File: src/rtl/alu_ctrl_pkg.sv
// Shared constants and types for the EX-stage ALU control / MDU sequencer.
package alu_ctrl_pkg;

    // ALU operation codes (4-bit core, zero-extended to CTRL_W at the top)
    localparam logic [3:0] ALU_ADD  = 4'h0;
    localparam logic [3:0] ALU_SUB  = 4'h1;
    localparam logic [3:0] ALU_SRL  = 4'h2;
    localparam logic [3:0] ALU_DIV  = 4'h3;
    localparam logic [3:0] ALU_AND  = 4'h4;
    localparam logic [3:0] ALU_OR   = 4'h5;
    localparam logic [3:0] ALU_XOR  = 4'h6;
    localparam logic [3:0] ALU_SLL  = 4'h9;
    localparam logic [3:0] ALU_SRLV = 4'hA;
    localparam logic [3:0] ALU_SRAV = 4'hB;

    // R-type func field codes
    localparam logic [5:0] FN_SLL   = 6'h00;
    localparam logic [5:0] FN_SRL   = 6'h02;
    localparam logic [5:0] FN_SRA   = 6'h03;
    localparam logic [5:0] FN_SLLV  = 6'h04;
    localparam logic [5:0] FN_SRLV  = 6'h06;
    localparam logic [5:0] FN_SRAV  = 6'h07;
    localparam logic [5:0] FN_JR    = 6'h08;
    localparam logic [5:0] FN_MFHI  = 6'h10;
    localparam logic [5:0] FN_MFLO  = 6'h12;
    localparam logic [5:0] FN_MULT  = 6'h18;
    localparam logic [5:0] FN_MULTU = 6'h19;
    localparam logic [5:0] FN_DIV   = 6'h1A;
    localparam logic [5:0] FN_DIVU  = 6'h1B;
    localparam logic [5:0] FN_ADD   = 6'h20;
    localparam logic [5:0] FN_SUB   = 6'h22;
    localparam logic [5:0] FN_AND   = 6'h24;
    localparam logic [5:0] FN_OR    = 6'h25;
    localparam logic [5:0] FN_XOR   = 6'h26;

    typedef enum logic [1:0] {
        MDU_IDLE = 2'd0,
        MDU_BUSY = 2'd1,
        MDU_DONE = 2'd2
    } mdu_state_t;

    function automatic int max2(input int a, input int b);
        return (a > b) ? a : b;
    endfunction

endpackage

File: src/rtl/alu_ctrl_mdu_seq.sv
// mdu_seq: multiply/divide occupancy FSM. A start in IDLE loads the latency
// counter (LAT-1), BUSY counts down to zero, DONE raises the one-cycle HI/LO
// write. Flush in BUSY/DONE returns to IDLE and drops the pending write.
module mdu_seq
    import alu_ctrl_pkg::*;
#(
    parameter int MUL_LAT = 4,
    parameter int DIV_LAT = 32,
    parameter int CNT_W   = 6
) (
    input  logic       clock,
    input  logic       reset_n,
    input  logic       start_i,
    input  logic       is_div_i,
    input  logic       flush_i,
    output logic [1:0] state_o,
    output logic       hilo_wr_o,
    output logic       hilo_busy_o
);

    localparam logic [CNT_W-1:0] MUL_LD = CNT_W'(MUL_LAT - 1);
    localparam logic [CNT_W-1:0] DIV_LD = CNT_W'(DIV_LAT - 1);

    mdu_state_t       state_q, state_d;
    logic [CNT_W-1:0] cnt_q, cnt_d;

    // State and latency counter registers
    always_ff @(posedge clock or negedge reset_n) begin
        if (!reset_n) begin
            state_q <= MDU_IDLE;
            cnt_q   <= '0;
        end else begin
            state_q <= state_d;
            cnt_q   <= cnt_d;
        end
    end

    // Next-state and counter update
    always_comb begin
        state_d = state_q;
        cnt_d   = cnt_q;
        case (state_q)
            MDU_IDLE: begin
                if (start_i) begin
                    cnt_d   = is_div_i ? DIV_LD : MUL_LD;
                    state_d = MDU_BUSY;
                end
            end
            MDU_BUSY: begin
                if (flush_i) begin
                    state_d = MDU_IDLE;
                    cnt_d   = '0;
                end else if (cnt_q == '0) begin
                    state_d = MDU_DONE;
                end else begin
                    cnt_d = cnt_q - CNT_W'(1);
                end
            end
            MDU_DONE: begin
                state_d = MDU_IDLE;
                cnt_d   = '0;
            end
            default: begin
                state_d = MDU_IDLE;
                cnt_d   = '0;
            end
        endcase
    end

    // Outputs derive from the registered state so async reset clears them at once
    assign state_o     = state_q;
    assign hilo_wr_o   = (state_q == MDU_DONE) && !flush_i;
    assign hilo_busy_o = (state_q != MDU_IDLE);

endmodule

File: src/rtl/alu_ctrl_mdu.sv
// alu_ctrl_mdu: EX-stage ALU control decode plus MDU sequencer interlock.
// Optional macro HILO_FWD_EN: when defined, mfhi/mflo are not stalled in the
// DONE cycle because the datapath forwards the fresh HI/LO value.
module alu_ctrl_mdu
    import alu_ctrl_pkg::*;
#(
    parameter int CTRL_W  = 4,
    parameter int MUL_LAT = 4,
    parameter int DIV_LAT = 32
) (
    input  logic              clock,
    input  logic              reset_n,
    input  logic              valid,
    input  logic              flush,
    input  logic              Regdst,
    input  logic [1:0]        aluop,
    input  logic [5:0]        func,
    output logic [CTRL_W-1:0] alu_control_signal,
    output logic              shamt,
    output logic              jr,
    output logic              mdu_start,
    output logic [1:0]        mdu_op,
    output logic              hilo_wr,
    output logic              hilo_busy,
    output logic              ismfhi,
    output logic              ismflo,
    output logic              stall
);

    localparam int CNT_W = $clog2(max2(MUL_LAT, DIV_LAT)) + 1;

    logic [3:0] code;
    logic       rtype;
    logic       is_md;
    logic       seq_idle;
    logic       seq_busy;
    logic       seq_done;
    logic [1:0] seq_state;

    // ALU operation decode, forced to add when the slot is empty
    always_comb begin
        code = ALU_ADD;
        if (valid) begin
            case (aluop)
                2'b00: code = ALU_ADD;
                2'b01: code = ALU_SUB;
                2'b11: code = ALU_SUB;
                default: begin
                    case (func)
                        FN_ADD:  code = ALU_ADD;
                        FN_SUB:  code = ALU_SUB;
                        FN_AND:  code = ALU_AND;
                        FN_OR:   code = ALU_OR;
                        FN_XOR:  code = ALU_XOR;
                        FN_SLL:  code = ALU_SLL;
                        FN_SRL:  code = ALU_SRL;
                        FN_SLLV: code = ALU_SLL;
                        FN_SRLV: code = ALU_SRLV;
                        FN_SRAV: code = ALU_SRAV;
                        FN_DIV:  code = ALU_DIV;
                        default: code = ALU_ADD;
                    endcase
                end
            endcase
        end
    end

    assign alu_control_signal = CTRL_W'(code);

    // R-type flags
    assign rtype  = valid && Regdst;
    assign shamt  = rtype && (func == FN_SLL || func == FN_SRL || func == FN_SRA);
    assign jr     = rtype && (func == FN_JR);
    assign ismfhi = rtype && (func == FN_MFHI);
    assign ismflo = rtype && (func == FN_MFLO);
    assign is_md  = rtype && (func[5:2] == FN_MULT[5:2]);
    assign mdu_op = is_md ? func[1:0] : 2'b00;

    assign seq_idle = (seq_state == MDU_IDLE);
    assign seq_busy = (seq_state == MDU_BUSY);
    assign seq_done = (seq_state == MDU_DONE);

`ifdef HILO_FWD_EN
    // DONE forwards HI/LO, so only a new mult/div must wait for IDLE there
    assign stall = (seq_busy && (is_md || ismfhi || ismflo)) || (seq_done && is_md);
`else
    assign stall = (is_md || ismfhi || ismflo) && !seq_idle;
`endif

    // Issue only from IDLE, so a start can never coincide with a stall
    assign mdu_start = is_md && !flush && seq_idle;

    mdu_seq #(
        .MUL_LAT(MUL_LAT),
        .DIV_LAT(DIV_LAT),
        .CNT_W  (CNT_W)
    ) u_seq (
        .clock      (clock),
        .reset_n    (reset_n),
        .start_i    (mdu_start),
        .is_div_i   (func[1]),
        .flush_i    (flush),
        .state_o    (seq_state),
        .hilo_wr_o  (hilo_wr),
        .hilo_busy_o(hilo_busy)
    );

endmodule

File: config.mk
export PLATFORM = sky130hd
export DESIGN_NAME = alu_ctrl_mdu
export DESIGN_NICKNAME = d
export VERILOG_FILES = /design/src/rtl/alu_ctrl_pkg.sv /design/src/rtl/alu_ctrl_mdu_seq.sv /design/src/rtl/alu_ctrl_mdu.sv
export SDC_FILE = /design/constraint.sdc
export NUM_CORES = 1
export LEC_CHECK = 0
export ABC_AREA = 1
export CAP_MARGIN = 20
export CORE_UTILIZATION = 44
export CTS_CLUSTER_SIZE = 40
export DETAILED_ROUTE_END_ITERATION = 8
export PLACE_DENSITY = 0.78
export REMOVE_ABC_BUFFERS = 1
export SLEW_MARGIN = 10
export SYNTH_ARGS = -nofsm -noshare
export SYNTH_HDL_FRONTEND = slang
export SYNTH_SLANG_ARGS = --single-unit
File: constraint.sdc
create_clock -name clock -period 1.7 [get_ports clock]
set_input_delay 0.51 -clock clock [delete_from_list [all_inputs] [get_ports clock]]
set_output_delay 0.51 -clock clock [all_outputs]
set_load 0.1 [all_outputs]
==> results.sh, run 1 <==
export IMPL_status="aborted with a tool error"
export IMPL_haltStage="global routing"
export IMPL_error_line="[ERROR DPL-0038] Utilization greater than 100%, impossible to legalize"
export IMPL_grt_max_degree=9
export IMPL_netlist_top_cells_count="25 x nand2_1, 22 x nor2_1, 15 x inv_1"
export IMPL_synthArstFlopShare_pct=100
export IMPL_synth_distinct_cells=24
export IMPL_initial_core_util_pct=46.8
export IMPL_yosysMostFrequentCell="nand2_1"
export IMPL_synth_area_leaders="dfrtp_1 25%, nand2_1 12%, nor2_1 10%"
export IMPL_numCtsBuffers=3
export IMPL_place_inst=201
export IMPL_avgSynthCellArea_um2=6.30
export IMPL_cts_sink_count=8
export IMPL_syn_area_um2=800
export IMPL_synthFlopType="dfrtp_1"
export IMPL_hpwl_mm=2.12
export IMPL_dpl_cell_area_um2=1400
export IMPL_cts_max_path_buffers=2
export IMPL_fp_row_count=15
export IMPL_synth_edf_count=0
export IMPL_worst_endpoint_kind="output port"
export IMPL_synth_top_area_cell="dfrtp_1"
export IMPL_cts_root_buf="clkbuf_4"
export IMPL_yosys_warnings=0
export IMPL_io_pins=27
export IMPL_die_w_um=44.6
export IMPL_pre_cts_ws_ns=-0.834
export IMPL_ys_seq_elements=8
export IMPL_io_buffer_count=26
export IMPL_fp_dieH_um=44.6
export IMPL_syn_inst=127
export IMPL_gp_congestion=0.910
export IMPL_postGrtWorstEndpoint="alu_control_signal[0]"
export IMPL_cts_max_level=1
export IMPL_ys_seq_area_share_pct=25.0
export IMPL_netlist_area_leader_share_pct=25.0
==> logic make-up after synthesis <==
family                     Yosys count  synth area share (%)
AOI/OAI and AO/OA                   16                  13.3
xor gates and xnor gates             1                  1.10
adders and majority gates            2                  3.13
buffers and inverters               22                  10.3
DFF                                  8                  25.0
and+or+nand+nor                     78                  47.1
==> per-stage QoR <==
step / utilization (%) / hold WS, ns
2_1_floorplan: - / 0.214
3_3_place_gp: 82.2 / 0.481
3_5_place_dp: 82.2 / 0.506
4_1_cts: 95.6 / 0.517
==> repair_timing <==
item	in CTS
buffers inserted	7
hold buffers	0
pin swaps	22
gates resized for setup	92
endpoints found under the setup margin	20
==> inputs of run 2 (changes only) <==
--- a/config.mk
+++ b/config.mk
@@ -7,10 +7,10 @@
 export LEC_CHECK = 0
 export ABC_AREA = 1
 export CAP_MARGIN = 20
-export CORE_UTILIZATION = 44
-export CTS_CLUSTER_SIZE = 40
+export CORE_AREA = 2 2 63 65
 export DETAILED_ROUTE_END_ITERATION = 8
-export PLACE_DENSITY = 0.78
+export DIE_AREA = 0 0 65 67
+export PLACE_DENSITY_LB_ADDON = 0.15
 export REMOVE_ABC_BUFFERS = 1
 export SLEW_MARGIN = 10
 export SYNTH_ARGS = -nofsm -noshare
==> run 2 against run 1 <==
The flow now finishes, with violations (setup timing). Synthesized area did not move. Synthesized cell count did not move.
==> results.sh, run 2 <==
export IMPL_drt_iter0_drc=43
export IMPL_drt_wirelength_per_cell_um=12.1
export IMPL_drc=0
export IMPL_numCtsBuffers=3
export IMPL_cts_clk_slew_worst_paths_ns=0.04
export IMPL_cts_max_path_buffers=2
export IMPL_synth_top_area_cell="dfrtp_1"
export IMPL_layout_area_overhead_vs_synth_pct=129
export IMPL_cts_tree="built"
export IMPL_dr_pass1_iters=4
export IMPL_dpl_cell_area_um2=1460
export IMPL_antennaDiodeCount=0
export IMPL_cts_root_buf="clkbuf_8"
export IMPL_status="finished, violations left"
export IMPL_largest_reg_flops=6
export IMPL_setup_viol=13
export IMPL_yosysMostFrequentCell="nand2_1"
export IMPL_ys_seq_area_share_pct=25.0
export IMPL_crit_family="simple AND/OR/NAND/NOR gates"
export IMPL_worst_ir_drop_vdd_mv=0.585
export IMPL_hpwl_mm=2.03
export IMPL_crit_path_end_kind="output port"
export IMPL_nFillCells=342
export IMPL_synthFlopType="dfrtp_1"
export IMPL_insertion_delay_ns=0.23
export IMPL_netlist_top_cells_count="25 x nand2_1, 22 x nor2_1, 15 x inv_1"
export IMPL_worst_path_buf_inv=2
export IMPL_cts_max_level=1
export IMPL_grt_usage_pct=13.8
export IMPL_ys_seq_elements=8
export IMPL_r2r_start="u_seq.cnt_q[0]"
export IMPL_final_util_pct=50.9
export IMPL_worstHoldStart="u_seq.cnt_q[5]"
export IMPL_dieArea_um2=4360
export IMPL_post_route_period_util_pct=119
export IMPL_syn_inst=127
export IMPL_drv_cap=0
export IMPL_final_area_um2=1830
export IMPL_skew_ns=0.00178
export IMPL_slew_viol_final=0
export IMPL_vias_per_cell=4.56
export IMPL_crit_type="in2out"
export IMPL_arrival_ns=1.51
export IMPL_fp_dieH_um=67
export IMPL_required_ns=1.19
export IMPL_synth_distinct_cells=24
export IMPL_avgSynthCellArea_um2=6.30
export IMPL_regMostFlops="u_seq.cnt_q"
export IMPL_io_pins=27
export IMPL_core_region_area_um2=3610
export IMPL_timing_fmax_mhz=494
export IMPL_max_slew_margin_pct=76.9
export IMPL_first_global_vias=1091
export IMPL_netlist_area_leader_share_pct=25.0
export IMPL_syn_area_um2=800
export IMPL_cts_sink_count=8
export IMPL_place_inst=227
export IMPL_setup_ws_ns=-0.322
export IMPL_total_power_uw=834
export IMPL_cpPeakStageDelay_ns=0.19
export IMPL_fin_nets=207
export IMPL_initial_core_util_pct=22.2
export IMPL_violations="setup timing"
export IMPL_synthArstFlopShare_pct=100
export IMPL_crit_fanout=5
export IMPL_ctsHoldBuffers=0
export IMPL_period_minus_slack_ns=2.02
export IMPL_layout_cells_non_filler=238
export IMPL_startpoint_type="input pin"
export IMPL_grt_max_degree=9
export IMPL_antenna_found_initial=0
export IMPL_worst_pin_slew_ns=0.345
export IMPL_cp_cell_sequence="buf_12 > nor2_4 > nand3_1 > nand2_2 > nor2_1 > nand3_1 > nand2_1 > nor2_2 > buf_12"
export IMPL_final_cell_mix="25 x buf_4, 22 x nand2_1, 16 x buf_12"
export IMPL_drive_above_1_share_pct=61.6
export IMPL_io_buffer_count=26
export IMPL_finalHoldViolations=0
export IMPL_synth_edf_count=0
export IMPL_rsz0062_at_grt="true"
export IMPL_fp_row_count=22
export IMPL_die_w_um=65
export IMPL_startpoint="func[0]"
export IMPL_ant_nets=0
export IMPL_gp_congestion=0.918
export IMPL_wirelength_mm=2.87
export IMPL_grt_pass1_wl_mm=4.72
export IMPL_hold_slack_ns=0.502
export IMPL_grt_overflow_total=0
export IMPL_cp_slowest_cell="buf_12"
export IMPL_yosys_warnings=0
export IMPL_final_common_cell="buf_4"
export IMPL_total_leakage_power_uw=0.000811
export IMPL_powerDensity_nw_per_um2=455
export IMPL_worst_hold_path_type="reg2reg"
export IMPL_num_vias=1085
export IMPL_synth_area_leaders="dfrtp_1 25%, nand2_1 12%, nor2_1 10%"
[run 2: worst reg2reg max path, stage by stage, from the launching register on]
cell and delay [ns]:
dfrtp_1 0.37, inv_1 0.20, ha_1 0.21, nand4_2 0.14, nor2_2 0.26, a21oi_4 0.08, nand2_1 0.07, o21ai_1 0.07
[run 2: layout make-up]
type | count | area (um2) | share of cell area, %
repair buffers | 60 | 718 | 39.2
multi-input cells | 97 | 714 | 38.9
flip-flops and latches | 8 | 200 | 10.9
inverters | 22 | 100 | 5.46
well taps | 48 | 60.1 | 3.27
clock buffers | 3 | 41.3 | 2.25
[run 2: worst paths after layout]
path	end	slack (ns)	cells past startpoint
max	alu_control_signal[0]	-0.32	9
min	u_seq.cnt_q[5]	0.50	2
max reg2reg	u_seq.cnt_q[4]	0.20	7
min reg2reg	u_seq.cnt_q[5]	0.50	2
max in group asynchronous	u_seq.state_o[1]	0.89	1
min in group asynchronous	u_seq.cnt_q[3]	0.56	1
[run 2: kinds of logic (layout without fill, tap and decap cells)]
group	after synthesis	count (layout)	share of synthesized area [%]
flip-flops	8	8	25.0
AND/OR/NAND/NOR	78	78	47.1
adder cells (fa/ha/maj)	2	2	3.13
AO/OA/AOI/OAI	16	16	13.3
buffers and inverters	22	85	10.3
XOR/XNOR	1	1	1.10
[run 2: repair_timing]
action / CTS / global route
gates resized for setup: 107 / 18
setup buffers: 6 / 4
setup endpoints to repair: 19 / 14
pin swaps: 25 / 16
[run 2: per-stage QoR]
stage / setup WS, ns / TNS [ns]
finish: -0.322 / -2.72
floorplan: -4.19 / -19.65
CTS: -0.320 / -2.69
global route: -0.377 / -3.42
global placement: -0.889 / -11.45
detailed placement: -0.883 / -11.57
[run 2: power breakdown]
part           switching [uW]  internal, uW  leakage [uW]
logic                     207           151      0.000688
clock network            69.5           153     0.0000216
registers                27.6           226      0.000102
total                     304           530      0.000811
[run 2: layer usage]
layer,global-route usage (%),wire [um]
met5,0,0
met4,4.79,23
met3,1.69,179
met2,28.6,1660
met1,14.0,1000
Power figures use the tool's default switching activity.
